`src/rtl/ifu_redirect_ctrl_if.sv`:
```
// Fetch-group handshake, per-slot predecode/BPD inputs and redirect outputs
// of the post-predecode redirect controller.
interface ifu_redirect_ctrl_if;
  logic        in_valid;
  logic        in_ready;
  logic [31:0] in_pc;
  logic        in_v1;
  logic        pd0_isJ;
  logic        pd0_isBr;
  logic        pd0_jr;
  logic [31:0] pd0_target;
  logic        pd1_isJ;
  logic        pd1_isBr;
  logic        pd1_jr;
  logic [31:0] pd1_target;
  logic        bpd0_taken;
  logic        bpd1_taken;
  logic [31:0] bpd_target;
  logic        out_valid;
  logic        out_ready;
  logic [31:0] out_pc;
  logic [1:0]  out_mask;
  logic        redirect_valid;
  logic [31:0] redirect_target;
  logic        backend_flush;
  logic [1:0]  dbg_state;

  // Handshakes: a transfer happens on a rising edge where valid && ready;
  // the producer holds valid and payload stable until that edge.
  modport master (
    output in_valid, in_pc, in_v1,
           pd0_isJ, pd0_isBr, pd0_jr, pd0_target,
           pd1_isJ, pd1_isBr, pd1_jr, pd1_target,
           bpd0_taken, bpd1_taken, bpd_target,
           out_ready, backend_flush,
    input  in_ready, out_valid, out_pc, out_mask,
           redirect_valid, redirect_target, dbg_state
  );

  modport slave (
    input  in_valid, in_pc, in_v1,
           pd0_isJ, pd0_isBr, pd0_jr, pd0_target,
           pd1_isJ, pd1_isBr, pd1_jr, pd1_target,
           bpd0_taken, bpd1_taken, bpd_target,
           out_ready, backend_flush,
    output in_ready, out_valid, out_pc, out_mask,
           redirect_valid, redirect_target, dbg_state
  );
endinterface

```
`src/rtl/ifu_redirect_ctrl.sv`:
```
// Post-predecode fetch redirect controller: masks slots past the MIPS delay
// slot and pulses a redirect once the delay slot has gone downstream.
module ifu_redirect_ctrl (
  input logic             clk,
  input logic             rst,
  ifu_redirect_ctrl_if.slave bus
);
  typedef enum logic [1:0] {RUN = 2'd0, WAIT_DS = 2'd1, REDIR = 2'd2} state_t;

  state_t      state, state_n;
  logic [31:0] tgt, tgt_n;
  logic        out_valid_q;
  logic [31:0] out_pc_q;
  logic [1:0]  out_mask_q, mask_n;
  logic        pd_take0, pd_take1, ctl0, ctl1;
  logic [31:0] target0, target1;
  logic        in_ready, accept;

  // J/JAL and predicted-taken branches use the predecoded target; only a
  // predicted-taken JR/JALR falls back to the BPD target.
  assign pd_take0 = (bus.pd0_isJ && !bus.pd0_jr) || (bus.pd0_isBr && bus.bpd0_taken);
  assign pd_take1 = (bus.pd1_isJ && !bus.pd1_jr) || (bus.pd1_isBr && bus.bpd1_taken);
  assign ctl0     = pd_take0 || (bus.pd0_jr && bus.bpd0_taken);
  assign ctl1     = bus.in_v1 && (pd_take1 || (bus.pd1_jr && bus.bpd1_taken));
  assign target0  = pd_take0 ? bus.pd0_target : bus.bpd_target;
  assign target1  = pd_take1 ? bus.pd1_target : bus.bpd_target;

  // REDIR swallows the wrong-path group regardless of downstream state.
  assign in_ready = !bus.backend_flush &&
                    ((state == REDIR) || !out_valid_q || bus.out_ready);
  assign accept   = bus.in_valid && in_ready && (state != REDIR);

  always_comb begin
    state_n = state;
    tgt_n   = tgt;
    mask_n  = {bus.in_v1, 1'b1};
    if (bus.backend_flush) begin
      state_n = RUN;
    end else begin
      case (state)
        RUN: begin
          if (accept) begin
            if (ctl0) begin
              tgt_n = target0;
              if (bus.in_v1) begin
                mask_n  = 2'b11;
                state_n = REDIR;
              end else begin
                mask_n  = 2'b01;
                state_n = WAIT_DS;
              end
            end else if (ctl1) begin
              tgt_n   = target1;
              mask_n  = 2'b11;
              state_n = WAIT_DS;
            end
          end
        end
        WAIT_DS: begin
          mask_n = 2'b01;
          if (accept) state_n = REDIR;
        end
        REDIR:   state_n = RUN;
        default: state_n = RUN;
      endcase
    end
  end

  always_ff @(posedge clk) begin
    if (rst) begin
      state       <= RUN;
      tgt         <= 32'h0;
      out_valid_q <= 1'b0;
      out_pc_q    <= 32'h0;
      out_mask_q  <= 2'b00;
    end else begin
      state <= state_n;
      tgt   <= tgt_n;
      if (bus.backend_flush) begin
        out_valid_q <= 1'b0;
      end else if (accept) begin
        out_valid_q <= 1'b1;
        out_pc_q    <= bus.in_pc;
        out_mask_q  <= mask_n;
      end else if (bus.out_ready) begin
        out_valid_q <= 1'b0;
      end
    end
  end

  assign bus.in_ready        = in_ready;
  assign bus.out_valid       = out_valid_q;
  assign bus.out_pc          = out_pc_q;
  assign bus.out_mask        = out_mask_q;
  assign bus.redirect_valid  = (state == REDIR) && !bus.backend_flush;
  assign bus.redirect_target = tgt;
  assign bus.dbg_state       = state;
endmodule

```
`src/flat_wrapper.sv`:
```
// flat-port wrapper written by rule: the top's interface ports become plain ports
module ifu_redirect_ctrl_flat 
  (clk, rst, bus_in_valid, bus_in_pc, bus_in_v1, bus_pd0_isJ, bus_pd0_isBr, bus_pd0_jr, bus_pd0_target, bus_pd1_isJ, bus_pd1_isBr, bus_pd1_jr, bus_pd1_target, bus_bpd0_taken, bus_bpd1_taken, bus_bpd_target, bus_out_ready, bus_backend_flush, bus_in_ready, bus_out_valid, bus_out_pc, bus_out_mask, bus_redirect_valid, bus_redirect_target, bus_dbg_state);
  ifu_redirect_ctrl_if bus_i ();
  input logic clk;
  input logic rst;
  input wire logic [$bits(bus_i.in_valid)-1:0] bus_in_valid;
  input wire logic [$bits(bus_i.in_pc)-1:0] bus_in_pc;
  input wire logic [$bits(bus_i.in_v1)-1:0] bus_in_v1;
  input wire logic [$bits(bus_i.pd0_isJ)-1:0] bus_pd0_isJ;
  input wire logic [$bits(bus_i.pd0_isBr)-1:0] bus_pd0_isBr;
  input wire logic [$bits(bus_i.pd0_jr)-1:0] bus_pd0_jr;
  input wire logic [$bits(bus_i.pd0_target)-1:0] bus_pd0_target;
  input wire logic [$bits(bus_i.pd1_isJ)-1:0] bus_pd1_isJ;
  input wire logic [$bits(bus_i.pd1_isBr)-1:0] bus_pd1_isBr;
  input wire logic [$bits(bus_i.pd1_jr)-1:0] bus_pd1_jr;
  input wire logic [$bits(bus_i.pd1_target)-1:0] bus_pd1_target;
  input wire logic [$bits(bus_i.bpd0_taken)-1:0] bus_bpd0_taken;
  input wire logic [$bits(bus_i.bpd1_taken)-1:0] bus_bpd1_taken;
  input wire logic [$bits(bus_i.bpd_target)-1:0] bus_bpd_target;
  input wire logic [$bits(bus_i.out_ready)-1:0] bus_out_ready;
  input wire logic [$bits(bus_i.backend_flush)-1:0] bus_backend_flush;
  output wire logic [$bits(bus_i.in_ready)-1:0] bus_in_ready;
  output wire logic [$bits(bus_i.out_valid)-1:0] bus_out_valid;
  output wire logic [$bits(bus_i.out_pc)-1:0] bus_out_pc;
  output wire logic [$bits(bus_i.out_mask)-1:0] bus_out_mask;
  output wire logic [$bits(bus_i.redirect_valid)-1:0] bus_redirect_valid;
  output wire logic [$bits(bus_i.redirect_target)-1:0] bus_redirect_target;
  output wire logic [$bits(bus_i.dbg_state)-1:0] bus_dbg_state;
  assign bus_i.in_valid = bus_in_valid;
  assign bus_i.in_pc = bus_in_pc;
  assign bus_i.in_v1 = bus_in_v1;
  assign bus_i.pd0_isJ = bus_pd0_isJ;
  assign bus_i.pd0_isBr = bus_pd0_isBr;
  assign bus_i.pd0_jr = bus_pd0_jr;
  assign bus_i.pd0_target = bus_pd0_target;
  assign bus_i.pd1_isJ = bus_pd1_isJ;
  assign bus_i.pd1_isBr = bus_pd1_isBr;
  assign bus_i.pd1_jr = bus_pd1_jr;
  assign bus_i.pd1_target = bus_pd1_target;
  assign bus_i.bpd0_taken = bus_bpd0_taken;
  assign bus_i.bpd1_taken = bus_bpd1_taken;
  assign bus_i.bpd_target = bus_bpd_target;
  assign bus_i.out_ready = bus_out_ready;
  assign bus_i.backend_flush = bus_backend_flush;
  assign bus_in_ready = bus_i.in_ready;
  assign bus_out_valid = bus_i.out_valid;
  assign bus_out_pc = bus_i.out_pc;
  assign bus_out_mask = bus_i.out_mask;
  assign bus_redirect_valid = bus_i.redirect_valid;
  assign bus_redirect_target = bus_i.redirect_target;
  assign bus_dbg_state = bus_i.dbg_state;
  ifu_redirect_ctrl u_core (.clk(clk), .rst(rst), .bus(bus_i));
endmodule
```
`config.mk`:
```
export PLATFORM = sky130hd
export DESIGN_NAME = ifu_redirect_ctrl_flat
export DESIGN_NICKNAME = d
export VERILOG_FILES = /design/src/rtl/ifu_redirect_ctrl_if.sv /design/src/rtl/ifu_redirect_ctrl.sv /design/src/flat_wrapper.sv
export SDC_FILE = /design/constraint.sdc
export NUM_CORES = 1
export LEC_CHECK = 0
export ABC_AREA = 0
export CAP_MARGIN = 20
export CORE_MARGIN = 5
export CORE_UTILIZATION = 35
export CTS_BUF_LIST = sky130_fd_sc_hd__clkbuf_8
export CTS_CLUSTER_SIZE = 8
export DETAILED_ROUTE_END_ITERATION = 7
export GPL_ROUTABILITY_DRIVEN = 0
export PLACE_DENSITY = 0.79
export SETUP_SLACK_MARGIN = 0.02
export SYNTH_ARGS = -nofsm -noshare
export SYNTH_HDL_FRONTEND = slang
export SYNTH_SLANG_ARGS = --single-unit
```
`constraint.sdc`:
```
create_clock -name clk -period 1.9 [get_ports clk]
set_clock_uncertainty 0.05 [all_clocks]
set_input_delay 0.38 -clock clk [delete_from_list [all_inputs] [get_ports clk]]
set_output_delay 0.38 -clock clk [all_outputs]
set_load 0.01 [all_outputs]
```
Word-level counts from Yosys, hierarchy flattened
Cells that the tools add are included.
- word-level logic and storage cells: 56
- RAM bits: 0
- bits in read-only memories: 0
- output and inout bits: 71
- memories: 0
- register bits: 69
- input bits: 142
- bits in latches: 0
- bitwise logic cells: 1
- multipliers: 0
- reductions and logical operators: 28
- div/mod/pow operators: 0
- equal/unequal tests: 6
- $lt $le $gt $ge: 0
- shifts and indexed selects: 0
- $add $sub $neg: 0
- multiplexer cells: 16
- operators by type and width (cell ; number):
    $mux W32 ; 4
    $mux W2 ; 8
    $logic_and A1 B1 Y1 ; 11
    $pmux W2 S2 ; 2
    $logic_or A1 B1 Y1 ; 6
    $logic_not A1 Y1 ; 4
    $ne A2 B1 Y1 const B ; 2
    $reduce_and A4 Y1 ; 1
    $reduce_bool A2 Y1 ; 2
    $ne A3 B1 Y1 const B ; 1
    $reduce_and A3 Y1 ; 1
    $eq A2 B1 Y1 const B ; 1
    $eq A2 B2 Y1 const B ; 1
    $logic_not A2 Y1 ; 1
    $mux W1 ; 2
    $ne A2 B2 Y1 const B ; 1
    $reduce_and A2 Y1 ; 1
    $reduce_or A2 Y1 ; 1
    $not A1 Y1 ; 1

Longest topological paths before layout
Gate-level depths: netlist of the first run.
- word-level depth: 9
- depth in mapped cells: 6
- gate-level depth less buffers: 5

Worst setup path after synthesis of the first run
OpenSTA, ideal clock, no wires.
- kind: input to register
- from: input port bus_pd1_isJ
- to: register u_core.tgt[0] (netlist: u_core.bus.redirect_target[0])
- stages on the path: 5
- data required time: 1704 ps
- slack: -65 ps
- arrival: 1769 ps
- path buffers: 1
- library setup time: 146 ps
- cells stage by stage: nor2b_1 > o21ai_1 > a2111oi_4 > buf_4 > a211oi_2
- word-level cells in the longest chain between the ends: 6
- elaborated cells on any way between the ends: 9
- classes of those cells: mux (3); reduce/logical (6)
- RTL lines (item ; RTL line ; text):
    from (decl) ; flat_wrapper.sv:14 ; input wire logic [$bits(bus_i.pd1_isJ)-1:0] bus_pd1_isJ;
    $logic_and A1 B1 Y1 (*) ; ifu_redirect_ctrl.sv:22 ; assign pd_take1 = (bus.pd1_isJ && !bus.pd1_jr) || (bus.pd1_isBr && bus.bpd1_taken);
    $logic_or A1 B1 Y1 (*) ; ifu_redirect_ctrl.sv:22 ;
    $logic_or A1 B1 Y1 ; ifu_redirect_ctrl.sv:24 ; assign ctl1 = bus.in_v1 && (pd_take1 || (bus.pd1_jr && bus.bpd1_taken));
    $logic_and A1 B1 Y1 ; ifu_redirect_ctrl.sv:24 ;
    $reduce_bool A2 Y1 (no line) ; n/a ;
    $reduce_and A4 Y1 (no line) ; n/a ;
    to (signal assigned) ; ifu_redirect_ctrl.sv:78 ; tgt <= tgt_n;
    to (decl) ; ifu_redirect_ctrl.sv:11 ; logic [31:0] tgt, tgt_n;
Mark *: on every way between the ends. The rest lies on a longest branch, timed or not. The select of a mux whose other input is x is not followed.
A chain may end at the register's enable or synchronous reset.

Worst setup path in the final report of the first run
- from: register u_core.state[0] (netlist: u_core.bus.dbg_state[0])
- to: output port bus_dbg_state[0]
- RTL lines (item ; RTL line ; text):
    from (decl) ; ifu_redirect_ctrl.sv:10 ; state_t state, state_n;
    from (signal assigned) ; ifu_redirect_ctrl.sv:77 ; state <= state_n;
    to (decl) ; flat_wrapper.sv:29 ; output wire logic [$bits(bus_i.dbg_state)-1:0] bus_dbg_state;
No word-level cell between the ends.

==> results of run 1 <==
## synthesized netlist by cell type, drive strengths merged
cell     instances  share of area [%]
nand2           70                7.6
dfxtp           69                 40
a21oi           67                9.7
nor2            43                4.7
o21ai           36                5.3
a211oi          33                 11
nand3           33                4.8
a221oi          32                8.1
clkbuf          32                3.5
buf              8                1.8
nand2b           4               0.72
nor2b            3               0.54
and2             2               0.36
a2111oi          1               0.80
and2b            1               0.22
nor3             1               0.14
nor4b            1               0.25
o21a             1               0.22
or3              1               0.18
## registers in the layout, indices dropped and copies added (netlist names)
signal                      count
u_core.bus.out_pc              32
u_core.bus.out_mask             2
u_core.bus.redirect_target     32
u_core.bus.dbg_state            2
u_core.bus.out_valid            1
## metal layers
layer	vias up	global-route usage (%)	wire length, um
met5	-	0	0
met4	0	7.66	255
met3	25	10.0	1790
met2	225	39.9	7040
met1	2016	22.8	5310
li1	2063	-	-
## per-stage QoR
| step | power (uW) | utilization [%] | std cells |
|---|---|---|---|
| after global placement | 2690 | 61.4 | 780 |
| after global routing | 4160 | 66.5 | 810 |
| after detailed placement | 2730 | 61.4 | 780 |
| after floorplan | 2070 | - | 438 |
| after CTS | 3980 | 65.4 | 805 |
| final | 3970 | 66.5 | 810 |
## layout make-up
cell class	instances	area [um^2]	area share (%)
diodes	1	2.50	0.0387
clock buffers	10	138	2.13
clock inverters	6	55.1	0.851
multi-input cells	329	1970	30.5
flip-flops and latches	69	1390	21.4
well taps	133	166	2.57
repair buffers	262	2750	42.5
## worst min-delay path, cell delays in order, from the launching register on
cell,delay (ns)
dfxtp_1,0.31
nand2_1,0.05
a21oi_1,0.05
## power by group through the flow
stage | clock (uW) | sequential, uW | combinational (uW)
CTS | 1220 | 1570 | 1190
floorplan | 0 | 1640 | 429
finish | 1190 | 1570 | 1210
global route | 1280 | 1580 | 1300
global placement | 0 | 1600 | 1090
detailed placement | 0 | 1610 | 1120
## what timing repair did
| item | in CTS | in global routing |
|---|---|---|
| gates cloned | 4 | 2 |
| gates resized for setup | 22 | 12 |
| pin swaps | 3 | 9 |
| setup endpoints to repair | 31 | 33 |
| setup buffers | 5 | 2 |
## final timing paths
check	slack [ns]	to	cells after the start
worst max-delay path	0.10	bus_dbg_state[0]	2
worst min-delay path	0.40	u_core.bus.out_pc[22]	2
worst max register to register	0.20	u_core.bus.redirect_target[21]	8
worst min register to register	0.40	u_core.bus.out_pc[22]	2
## logic make-up after synthesis
family          Yosys count  share of synthesized area, %
compound gates          170                          35.3
buf+inv                  40                          5.31
flops                    69                          39.9
simple gates            159                          19.5
==> impl_metrics.ini, run 1 <==
[status]
outcome = complete, no violations

[route]
routedWlPerCell_um = 17.8
post_drt_via_cell_ratio = 5.34
drc = 0
drt_iter0_drc = 308
ant_nets = 0
vias = 4329
drt_wl_total_mm = 14.4
dr.pass1.iters = 5

[synth]
synth_cell_types = 24
ys_seq_area_share_pct = 39.9
synth_area_um2 = 3460
ys.warnings.count = 0
syn-num-nets = 580
postSynthCellCount = 438
avgSynthCellArea_um2 = 7.90
ys_ff_latch = 69

[power]
ir_drop_v = 0.000521
p_int_uw = 2850
leakage_uw = 0.00236
p_clk_share_pct = 29.9
p_seq_share_pct = 39.6
combPwrFrac_pct = 30.5
switchingPower_uw = 1120
netSwitchingFraction_pct = 28.2
power_density_nw_per_um2 = 614

[worst_hold_path]
hold_start = u_core.bus.out_pc[22]
min_path_type = flip-flop to flip-flop

[timing]
fin_ws_ns = 0.101
slew_viol_final = 0
tns_ns = 0
setup_violations = 0
min_period_ns = 1.80
hold_violations = 0
whs_ns = 0.403
tightestPinTransition_ns = 0.519
timing.final.crit_share_pct = 94.7
rsz0062_at_grt = false
max_freq_ghz = 0.556
relSlewSlack_pct = 65.4

[clock_tree]
cts-root-buf = clkbuf_8
cts_hold_buf = 0
numClockSinks = 69
clk_pin_slew_ns = 0.07
cts_max_path_buffers = 2
htree_levels = 3
worstSkewPairLatency_ns = 0.32
cts_tree = done
cts_inserted_buffers = 9

[placed_design]
place_ws_ns = -0.506
dpl_cell_area_um2 = 5980
port_buffers = 212
place_hpwl_mm = 10.1

[critical_path]
critical_path.top_delay_family = buffers and inverters
path_class = flip-flop to output port
critPathMaxFanout = 7
worstSetupEndpointType = output port
timing.critical_path.from = u_core.bus.dbg_state[0]
startpoint_type = flip-flop
crit_chain = buf_4 -> clkdlybuf4s50_1
timing.rr.start = u_core.bus.dbg_state[0]
slowest_delay_ns = 0.56
crit_arrival_ns = 1.37
crit_required_ns = 1.47
crit_slowest_cell = clkdlybuf4s50_1
cp_num_buf_inv = 2

[cells_and_area]
stdcell_area_um2 = 6470
n_fill_cell = 823
final_common_cell = clkdlybuf4s50_1
fin_nets = 813
layout_common_cells = 199 x clkdlybuf4s50_1, 70 x nand2_1, 67 x a21oi_1, 67 x dfxtp_1, 41 x nor2_1
drive_gt1_share_pct = 16.4
syn_to_final_growth_pct = 86.8

[floorplanning]
initial_utilization_pct = 35.6
core_area_um2 = 9730
rows = 36
die_x_um = 109
dieArea_um2 = 12000
pin_count = 213
die_h_um = 109

[grt]
grt_first_pass_wirelength_mm = 21.1
grt_max_degree = 33
overflow = 0
grt_pass1_vias = 4392
antenna_found_initial = 1
track_usage_pct = 22.2

[job]
max_cap_viol_count = 0
Note: power is estimated with default switching activity, not from simulation.
==> run 2, diff against run 1 <==
Settings changed: ABC_AREA 0 to 1, CORE_UTILIZATION 35 to 36, PLACE_DENSITY 0.79 to 0.77, TNS_END_PERCENT from default to 10.
==> run 2 against run 1 <==
  * Via count is 8.3% higher
  * Clock power is 9% lower
  * Non-clock buffer count is 19 lower
  * Combinational power hardly changed
  * Critical path type is now input pin to output port
  * Critical path depth is 3 higher
  * Maximum frequency is 0.35% lower
  * Sequential power hardly changed
  * Count of clock-buffer cells in the layout is 1 lower
  * Total power is 1.9% lower
  * First-iteration DRC count is 13% higher
  * Sequential share of layout area is 0.26 points lower
  * Largest cell class unchanged
  * Hold slack worse by 0.0099 ns
==> impl_metrics.ini, run 2 <==
[status]
outcome = complete, no violations

[timing]
rsz0062_at_grt = false
tightestPinTransition_ns = 0.394
timing.final.crit_share_pct = 95.0
hold_violations = 0
slew_viol_final = 0
relSlewSlack_pct = 73.7
setup_violations = 0
min_period_ns = 1.81
max_freq_ghz = 0.554

[clock_tree]
cts_hold_buf = 0
numClockSinks = 69
cts_max_path_buffers = 2
htree_levels = 3
cts_tree = done
worstSkewPairLatency_ns = 0.34
cts-root-buf = clkbuf_8
clk_pin_slew_ns = 0.08
cts_inserted_buffers = 9

[synth]
synth_edf_count = 0
synth_top_cell_area_share_pct = 35.4
ys_top_cells_by_area = dfxtp_1 35%, nand2_1 16%, nand3_1 15%
yosysMostFrequentCell = nand2_1
syn-num-nets = 803
synth-main-ff-cell = dfxtp_1
postSynthCellCount = 661
synthTopCellsByCount = 171 x nand2_1, 121 x nand3_1, 113 x inv_1, 69 x dfxtp_1, 67 x nor2_1
synth_area_leader_cell = dfxtp_1
avgSynthCellArea_um2 = 5.91
synth_area_um2 = 3910
synthArstFlopShare_pct = 0
ys.warnings.count = 0
ys_seq_area_share_pct = 35.4
synth_cell_types = 16
ys_ff_latch = 69

[route]
post_drt_via_cell_ratio = 4.60
ant_nets = 0
vias = 4690
drc = 0
drt_wl_total_mm = 13.3
routedWlPerCell_um = 13.1
drt_iter0_drc = 347
dr.pass1.iters = 5

[cells_and_area]
drive_gt1_share_pct = 6.37
final_core_util_pct = 60.7
final-seq-area_um2 = 1380
layout_common_cells = 210 x clkdlybuf4s50_1, 171 x nand2_1, 120 x nand3_1
multi_input_area_um2 = 1920
final_cells = 1019
syn_to_final_growth_pct = 66.9
final_common_cell = clkdlybuf4s50_1
n_fill_cell = 1037
insertedDiodeCount = 0
fin_nets = 1016

[grt]
track_usage_pct = 20.5
grt_max_degree = 45
grt_first_pass_wirelength_mm = 21.7
antenna_found_initial = 0
overflow = 0
grt_pass1_vias = 4479

[power]
power_uw = 3900
ir_drop_v = 0.000344
power_density_nw_per_um2 = 597
leakage_uw = 0.00304

[critical_path]
crit_chain = clkdlybuf4s50_1 -> inv_1 -> nand3_2 -> nand2_1 -> dlygate4sd2_1
crit_required_ns = 1.47
crit_arrival_ns = 1.38
startpoint_type = input pin
slowest_delay_ns = 0.48
critPathMaxFanout = 3
crit_slowest_cell = clkdlybuf4s50_1
path_class = input pin to output port
worstSetupEndpointType = output port

[floorplanning]
rows = 38
core_area_um2 = 10700
initial_utilization_pct = 36.4
die_h_um = 114
die_x_um = 114
pin_count = 213
dieArea_um2 = 13000

[placed_design]
place_hpwl_mm = 10.1
port_buffers = 212
numPlacedInstances = 1003

[job]
max_cap_viol_count = 0

[worst_hold_path]
min_path_type = flip-flop to flip-flop
## run 2: cell types whose count changed in the layout (fill, tap and decap cells not counted), moves of 5 or more
cell,before,now
dlygate4sd2_1,7,2
a221oi_1,32,0
buf_4,30,24
nand3_1,33,120
nor2_1,41,67
inv_1,2,112
nand2_1,70,171
clkdlybuf4s50_1,199,210
a21oi_1,67,38
a211oi_2,31,0
## run 2: worst paths after layout
kind / start / to / slack (ns) / cells after the start
max reg2reg: u_core.bus.dbg_state[1] / u_core.bus.redirect_target[14] / 0.46 / 8
min reg2reg: u_core.bus.out_pc[12] / u_core.bus.out_pc[12] / 0.39 / 2
min: u_core.bus.out_pc[12] / u_core.bus.out_pc[12] / 0.39 / 2
max: bus_backend_flush / bus_in_ready / 0.09 / 5
## run 2: cells by family after synthesis
| family | count (synthesis) | share of synthesized area, % |
|---|---|---|
| flip-flops | 69 | 35.4 |
| buffers and inverters | 156 | 15.6 |
| AND/OR/NAND/NOR | 364 | 39.8 |
| AO/OA/AOI/OAI | 72 | 9.22 |
## run 2: what timing repair did
action	4_1_cts	5_1_grt
endpoints found under the setup margin	2	1
gates resized for setup	2	1
buffers inserted	0	0
## run 2: final cells by class
class | count | area share (%)
clock buffers | 9 | 1.90
inverters | 115 | 6.62
repair buffers | 243 | 37.4
multi-input cells | 436 | 29.4
well taps | 140 | 2.69
clock inverters | 7 | 0.767
flip-flops and latches | 69 | 21.2
## run 2: per-stage QoR
step / setup slack, ns / hold WS, ns / setup TNS, ns / instance area [um^2]
4_1_cts: 0.0773 / 0.396 / 0 / 6520
3_3_place_gp: -0.138 / 0.379 / -1.19 / 6350
6_report: 0.0949 / 0.393 / 0 / 6520
2_1_floorplan: 0.539 / 0.399 / 0 / 3910
3_5_place_dp: -0.164 / 0.383 / -1.82 / 6350
5_1_grt: 0.0274 / 0.418 / 0 / 6520
## run 2: worst max-delay path, delay by kind of cell
kind | cells | cell delay, ns
simple gates | 2 | 0.16
buf+inv | 3 | 0.84
## run 2: routing by layer
layer  part of all wire (%)  up-vias  track usage, %  routed length, um
met5                      0        -               0                  0
met4                    2.4        0            7.52                323
met3                    8.5       21            6.13               1130
met2                     47      168            34.2               6230
met1                     42     2037            25.1               5630
li1                       -     2464               -                  -
## run 2: power by group
group | switching [uW] | total [uW] | internal [uW]
registers | 50.0 | 1600 | 1550
clock network | 607 | 1080 | 475
logic | 545 | 1210 | 670
total | 1200 | 3900 | 2700
